File: src/rtl/fsm_timer_pkg.sv
// Shared types and defaults for the fsm_timer delay/period generator.
package fsm_timer_pkg;

  localparam int unsigned CNT_W_DEF = 8;
  localparam int unsigned EVT_W_DEF = 4;

  typedef enum logic {
    IDLE   = 1'b0,
    ACTIVE = 1'b1
  } state_t;

  typedef enum logic {
    ONE_SHOT = 1'b0,
    PERIODIC = 1'b1
  } mode_t;

endpackage

File: src/rtl/fsm_timer_evt_cnt.sv
// Saturating event counter with synchronous clear; clear beats increment.
module fsm_timer_evt_cnt #(
  parameter int unsigned EVT_W = 4
) (
  input  logic             clk,
  input  logic             rst_n,
  input  logic             inc,
  input  logic             clr,
  output logic [EVT_W-1:0] cnt
);

  logic [EVT_W-1:0] cnt_q;
  logic [EVT_W-1:0] cnt_d;

  // Next count: clear, saturating increment, or hold
  always_comb begin
    cnt_d = cnt_q;
    if (clr) begin
      cnt_d = '0;
    end else if (inc && (cnt_q != {EVT_W{1'b1}})) begin
      cnt_d = cnt_q + EVT_W'(1);
    end
  end

  // Counter register
  always_ff @(posedge clk or negedge rst_n) begin
    if (!rst_n) begin
      cnt_q <= '0;
    end else begin
      cnt_q <= cnt_d;
    end
  end

  assign cnt = cnt_q;

endmodule

File: src/rtl/fsm_timer.sv
// Trigger/count/done timer with programmable terminal count, one-shot or
// periodic mode, abort, and a saturating done-event counter.
// Optional build macro FSM_TIMER_RETRIGGER_EN: a trigger while ACTIVE
// restarts the timer with freshly sampled limit and mode.
module fsm_timer
  import fsm_timer_pkg::*;
#(
  parameter int unsigned CNT_W = CNT_W_DEF,
  parameter int unsigned EVT_W = EVT_W_DEF
) (
  input  logic             clk,
  input  logic             rst_n,
  input  logic             trigger,
  input  logic             abort,
  input  logic             periodic,
  input  logic [CNT_W-1:0] limit,
  input  logic             evt_clr,
  output logic             done,
  output logic             busy,
  output logic [CNT_W-1:0] count,
  output logic [EVT_W-1:0] evt_cnt
);

  state_t           state_q, state_d;
  logic [CNT_W-1:0] count_q, count_d;
  logic [CNT_W-1:0] limit_q, limit_d;
  mode_t            mode_q,  mode_d;
  logic             done_c;
  logic             busy_c;
  logic             restart_c;
  logic             terminal_c;

  // Retrigger qualifier: only meaningful while ACTIVE
`ifdef FSM_TIMER_RETRIGGER_EN
  assign restart_c = trigger;
`else
  assign restart_c = 1'b0;
`endif

  assign terminal_c = (count_q == limit_q);

  // Next-state, datapath and output decode
  always_comb begin
    state_d = state_q;
    count_d = count_q;
    limit_d = limit_q;
    mode_d  = mode_q;
    done_c  = 1'b0;
    busy_c  = 1'b0;

    unique case (state_q)
      IDLE: begin
        count_d = '0;
        if (trigger && !abort) begin
          state_d = ACTIVE;
          limit_d = limit;
          mode_d  = mode_t'(periodic);
        end
      end

      ACTIVE: begin
        busy_c = 1'b1;
        if (abort) begin
          state_d = IDLE;
          count_d = '0;
        end else begin
          // Terminal count still reports done even when a restart lands on it
          done_c = terminal_c;
          if (restart_c) begin
            count_d = '0;
            limit_d = limit;
            mode_d  = mode_t'(periodic);
          end else if (terminal_c) begin
            count_d = '0;
            if (mode_q == ONE_SHOT) begin
              state_d = IDLE;
            end
          end else begin
            count_d = count_q + CNT_W'(1);
          end
        end
      end
    endcase
  end

  // All timer state in one register bank
  always_ff @(posedge clk or negedge rst_n) begin
    if (!rst_n) begin
      state_q <= IDLE;
      count_q <= '0;
      limit_q <= '0;
      mode_q  <= ONE_SHOT;
    end else begin
      state_q <= state_d;
      count_q <= count_d;
      limit_q <= limit_d;
      mode_q  <= mode_d;
    end
  end

  fsm_timer_evt_cnt #(
    .EVT_W (EVT_W)
  ) u_evt_cnt (
    .clk   (clk),
    .rst_n (rst_n),
    .inc   (done_c),
    .clr   (evt_clr),
    .cnt   (evt_cnt)
  );

  assign done  = done_c;
  assign busy  = busy_c;
  assign count = count_q;

endmodule

File: config.mk
export PLATFORM = sky130hd
export DESIGN_NAME = fsm_timer
export DESIGN_NICKNAME = d
export VERILOG_FILES = /design/src/rtl/fsm_timer_pkg.sv /design/src/rtl/fsm_timer_evt_cnt.sv /design/src/rtl/fsm_timer.sv
export SDC_FILE = /design/constraint.sdc
export NUM_CORES = 1
export LEC_CHECK = 0
export ABC_AREA = 1
export CAP_MARGIN = 10
export CORE_AREA = 10 10 71 55
export CTS_BUF_LIST = sky130_fd_sc_hd__clkbuf_8
export DETAILED_ROUTE_END_ITERATION = 7
export DIE_AREA = 0 0 81 65
export PLACE_DENSITY = 0.86
export SLEW_MARGIN = 10
export SYNTH_ARGS = -nofsm -noshare
export SYNTH_HDL_FRONTEND = slang
export SYNTH_HIERARCHICAL = 1
export SYNTH_SLANG_ARGS = --single-unit
File: constraint.sdc
create_clock -name clk -period 1.73 [get_ports clk]
set_input_delay 0.2595 -clock clk [delete_from_list [all_inputs] [get_ports clk]]
set_output_delay 0.2595 -clock clk [all_outputs]
set_load 0.02 [all_outputs]
==> impl_metrics.py, run 1 <==
metrics = {
    "outcome": {
        "status": "finished, final reports clean",
    },
    "yosys": {
        "synth_cell_types": 20,
        "synthXorXnorAreaFrac_pct": 5.857,
        "ys.warnings.count": 6,
        "ys_async_sr_fraction_pct": 100.0,
        "synth-compound-area-share_pct": 2.556,
        "syn-cell-area_mm2": 0.001175,
        "synth_top_area_share_pct": 46.86,
        "synth_area_leaders": "dfrtp_1 47%, nand2_1 13%, inv_1 5.1%, nor2_2 4.8%, mux2_1 3.8%",
        "synth_commonest_cells": "40 x nand2_1, 22 x dfrtp_1, 16 x inv_1, 10 x nor2_1, 9 x nor2_2",
        "synth_top_family_by_area": "simple AND/OR/NAND/NOR gates",
        "synth.largest_area_cell": "dfrtp_1",
        "yosysMostFrequentCell": "nand2_1",
        "synthMuxAreaShare_pct": 3.834,
        "synth_edf_count": 0,
        "synthAdderAreaFrac_pct": 2.130,
        "ys_ff_latch": 22,
        "synth_nets": 157,
        "synth-simple-area-share_pct": 31.20,
        "avgSynthCellArea_um2": 8.332,
        "ys.flop_type": "dfrtp_1",
        "synthCells": 141,
        "ys_seq_area_share_pct": 46.86,
    },
    "power": {
        "peakVddDrop_mv": 0.5604,
        "p_per_area_mw_per_mm2": 853.5,
        "p_leak_nw": 0.8572,
    },
    "finish": {
        "drive_gt1_share_pct": 27.98,
        "num_antenna_cells": 0,
        "nFillCells": 227,
        "fin_util_pct": 64.96,
        "syn_to_final_growth_pct": 46.11,
        "nNetsFinal": 211,
        "final_cell_count_no_fill": 229,
    },
    "clock_network": {
        "cts_buffer_depth": 2,
        "htreeDepth": 1,
        "cts_hold_buf": 0,
        "clk_pin_slew_worst_paths_ns": 0.07,
        "root_buffer": "clkbuf_8",
        "worstSkewPairLatency_ns": 0.26,
        "numCtsBuffers": 3,
        "clock_sinks": 22,
        "cts_tree": "built",
    },
    "floorplan": {
        "initial_utilization_pct": 44.46,
        "die_w_um": 81,
        "fp.dieH_um": 65,
        "coreArea_mm2": 0.002643,
        "dieArea_mm2": 0.005265,
        "io_pins": 28,
        "rows": 16,
    },
    "timing": {
        "drv_slew": 0,
        "hold_viol": 0,
        "finalSetupViolCount": 0,
        "period_needed_ns": 1.683,
        "fin_worst_skew_ns": 0.002360,
        "worst_pin_slew_ns": 0.2830,
        "relSlewSlack_pct": 81.14,
        "period_share_pct": 97.29,
        "rsz0062_at_grt": "no",
        "fin_setup_tns_ns": 0,
        "clock.fmax_mhz": 594.1,
    },
    "routing": {
        "drtAntennaViolNets": 0,
        "wl_per_cell_um": 11.97,
        "wl_mm": 2.742,
        "drt_pass1_iterations": 4,
        "via_per_inst": 4.659,
        "drtIter0Drc": 79,
        "via_count": 1067,
        "drc": 0,
    },
    "global_routing": {
        "grt_overflow_total": 0,
        "grt_usage_pct": 10.98,
        "grt_antenna_before_repair": 0,
        "grt_pass1_wl_mm": 4.567,
        "grt_pass1_vias": 1024,
        "grt_max_degree": 23,
    },
    "setup_path": {
        "critical_path_class": "flop to output pin",
        "worstPathRequired_ns": 1.47,
        "rrSetupSlack_ns": 0.24,
        "startpoint_type": "flop",
        "critPathMaxFanout": 3,
        "cp-end-kind": "output pin",
        "cp.arrival_ns": 1.42,
    },
    "place": {
        "gp_congestion": 0.7851,
        "dp.cells": 224,
        "hpwl_mm": 2.139,
        "portBuffers": 27,
    },
    "min_path": {
        "hold_class": "primary input to asynchronous set/reset pin",
    },
    "run": {
        "cap_violations": 0,
    },
}
metal layers:
metal  global-route usage (%)  wire [um]
met1                    12.28       1185
met2                    18.45       1341
met3                    4.408        172
met4                    3.879         42
met5                        0          0
repair_timing:
action / 4_1_cts / 5_1_grt
resized for setup: 4 / 5
endpoints found under the setup margin: 1 / 1
setup buffers: 0 / 2
pin swaps: 0 / 1
where the power goes:
| group | total [W] | internal (W) | switching, W |
|---|---|---|---|
| Clock | 0.000306 | 0.000155 | 0.000150 |
| Combinational | 0.000471 | 0.000244 | 0.000227 |
| Sequential | 0.000688 | 0.000614 | 0.0000748 |
| Total | 0.00147 | 0.00101 | 0.000452 |
worst paths after layout:
kind,from,to,cells after the start
max in group asynchronous,rst_n,limit_q[6]$_DFFE_PN0P_,2
setup reg to reg,count[6]$_DFF_PN0_,u_evt_cnt/cnt[3]$_DFFE_PN0P_,11
min in group clk,mode_q$_DFFE_PN0P_,mode_q$_DFFE_PN0P_,1
hold / removal,rst_n,count[4]$_DFF_PN0_,2
hold reg to reg,mode_q$_DFFE_PN0P_,mode_q$_DFFE_PN0P_,1
setup / recovery,count[6]$_DFF_PN0_,count[6],2
critical path, stage by stage (launching register included):
cell and delay [ns]:
dfrtp_1 0.41, buf_4 0.15, clkdlybuf4s50_1 0.60
area by class of cell:
class,count,area (um^2),area share (%)
clock buffers,3,41.29,2.405
well taps,36,45.04,2.624
repair buffers,51,447.9,26.09
multi-input cells,96,553.0,32.22
flip-flops and latches,22,550.5,32.07
inverters,21,78.83,4.592
cells by family (layout without fill, tap and decap cells):
logic type / count (synthesis) / count (layout)
mux: 4 / 4
flops: 22 / 22
compound gates: 6 / 6
simple gates: 77 / 77
fa+ha+maj: 2 / 2
buf+inv: 23 / 75
xor+xnor: 7 / 7
cells in the final DEF (no fill, tap or decap), drive strengths merged:
cell type      synthesis  routed
a21oi                  5       5
buf                    2      25
clkbuf                 0       3
clkdlybuf4s50          0      26
dfrtp                 22      22
ha                     2       2
inv                   21      21
mux2                   4       4
nand2                 45      45
nand3                  7       7
nand4                  4       4
nor2                  19      19
nor3                   2       2
o21ai                  1       1
xnor2                  6       6
xor2                   1       1
sequential cells by signal (all words and copies together), names as in the netlist:
signal and count:
count 8, limit_q 8, u_evt_cnt/cnt 4, mode_q 1, state_q 1
metrics by stage:
| step | power, W | hold WS (ns) | worst slack, ns | instance area (um^2) |
|---|---|---|---|---|
| CTS | 0.001468 | 0.3659 | 0.01447 | 1684 |
| global placement | 0.001134 | 0.4759 | -0.1188 | 1648 |
| global route | 0.001562 | 0.3931 | 0.003867 | 1717 |
| finish | 0.001465 | 0.3530 | 0.04683 | 1717 |
| floorplan | 0.0009393 | -0.03609 | 0.08322 | 1177 |
| detailed placement | 0.001158 | 0.4910 | -0.1509 | 1648 |
No activity file was read; power rests on OpenSTA's default activity.
==> inputs of run 2 (changes only) <==
Settings changed: CTS_CLUSTER_DIAMETER set to 80.
==> results of run 2 <==
Final layout, timing and power as in run 1 (identical DEF).
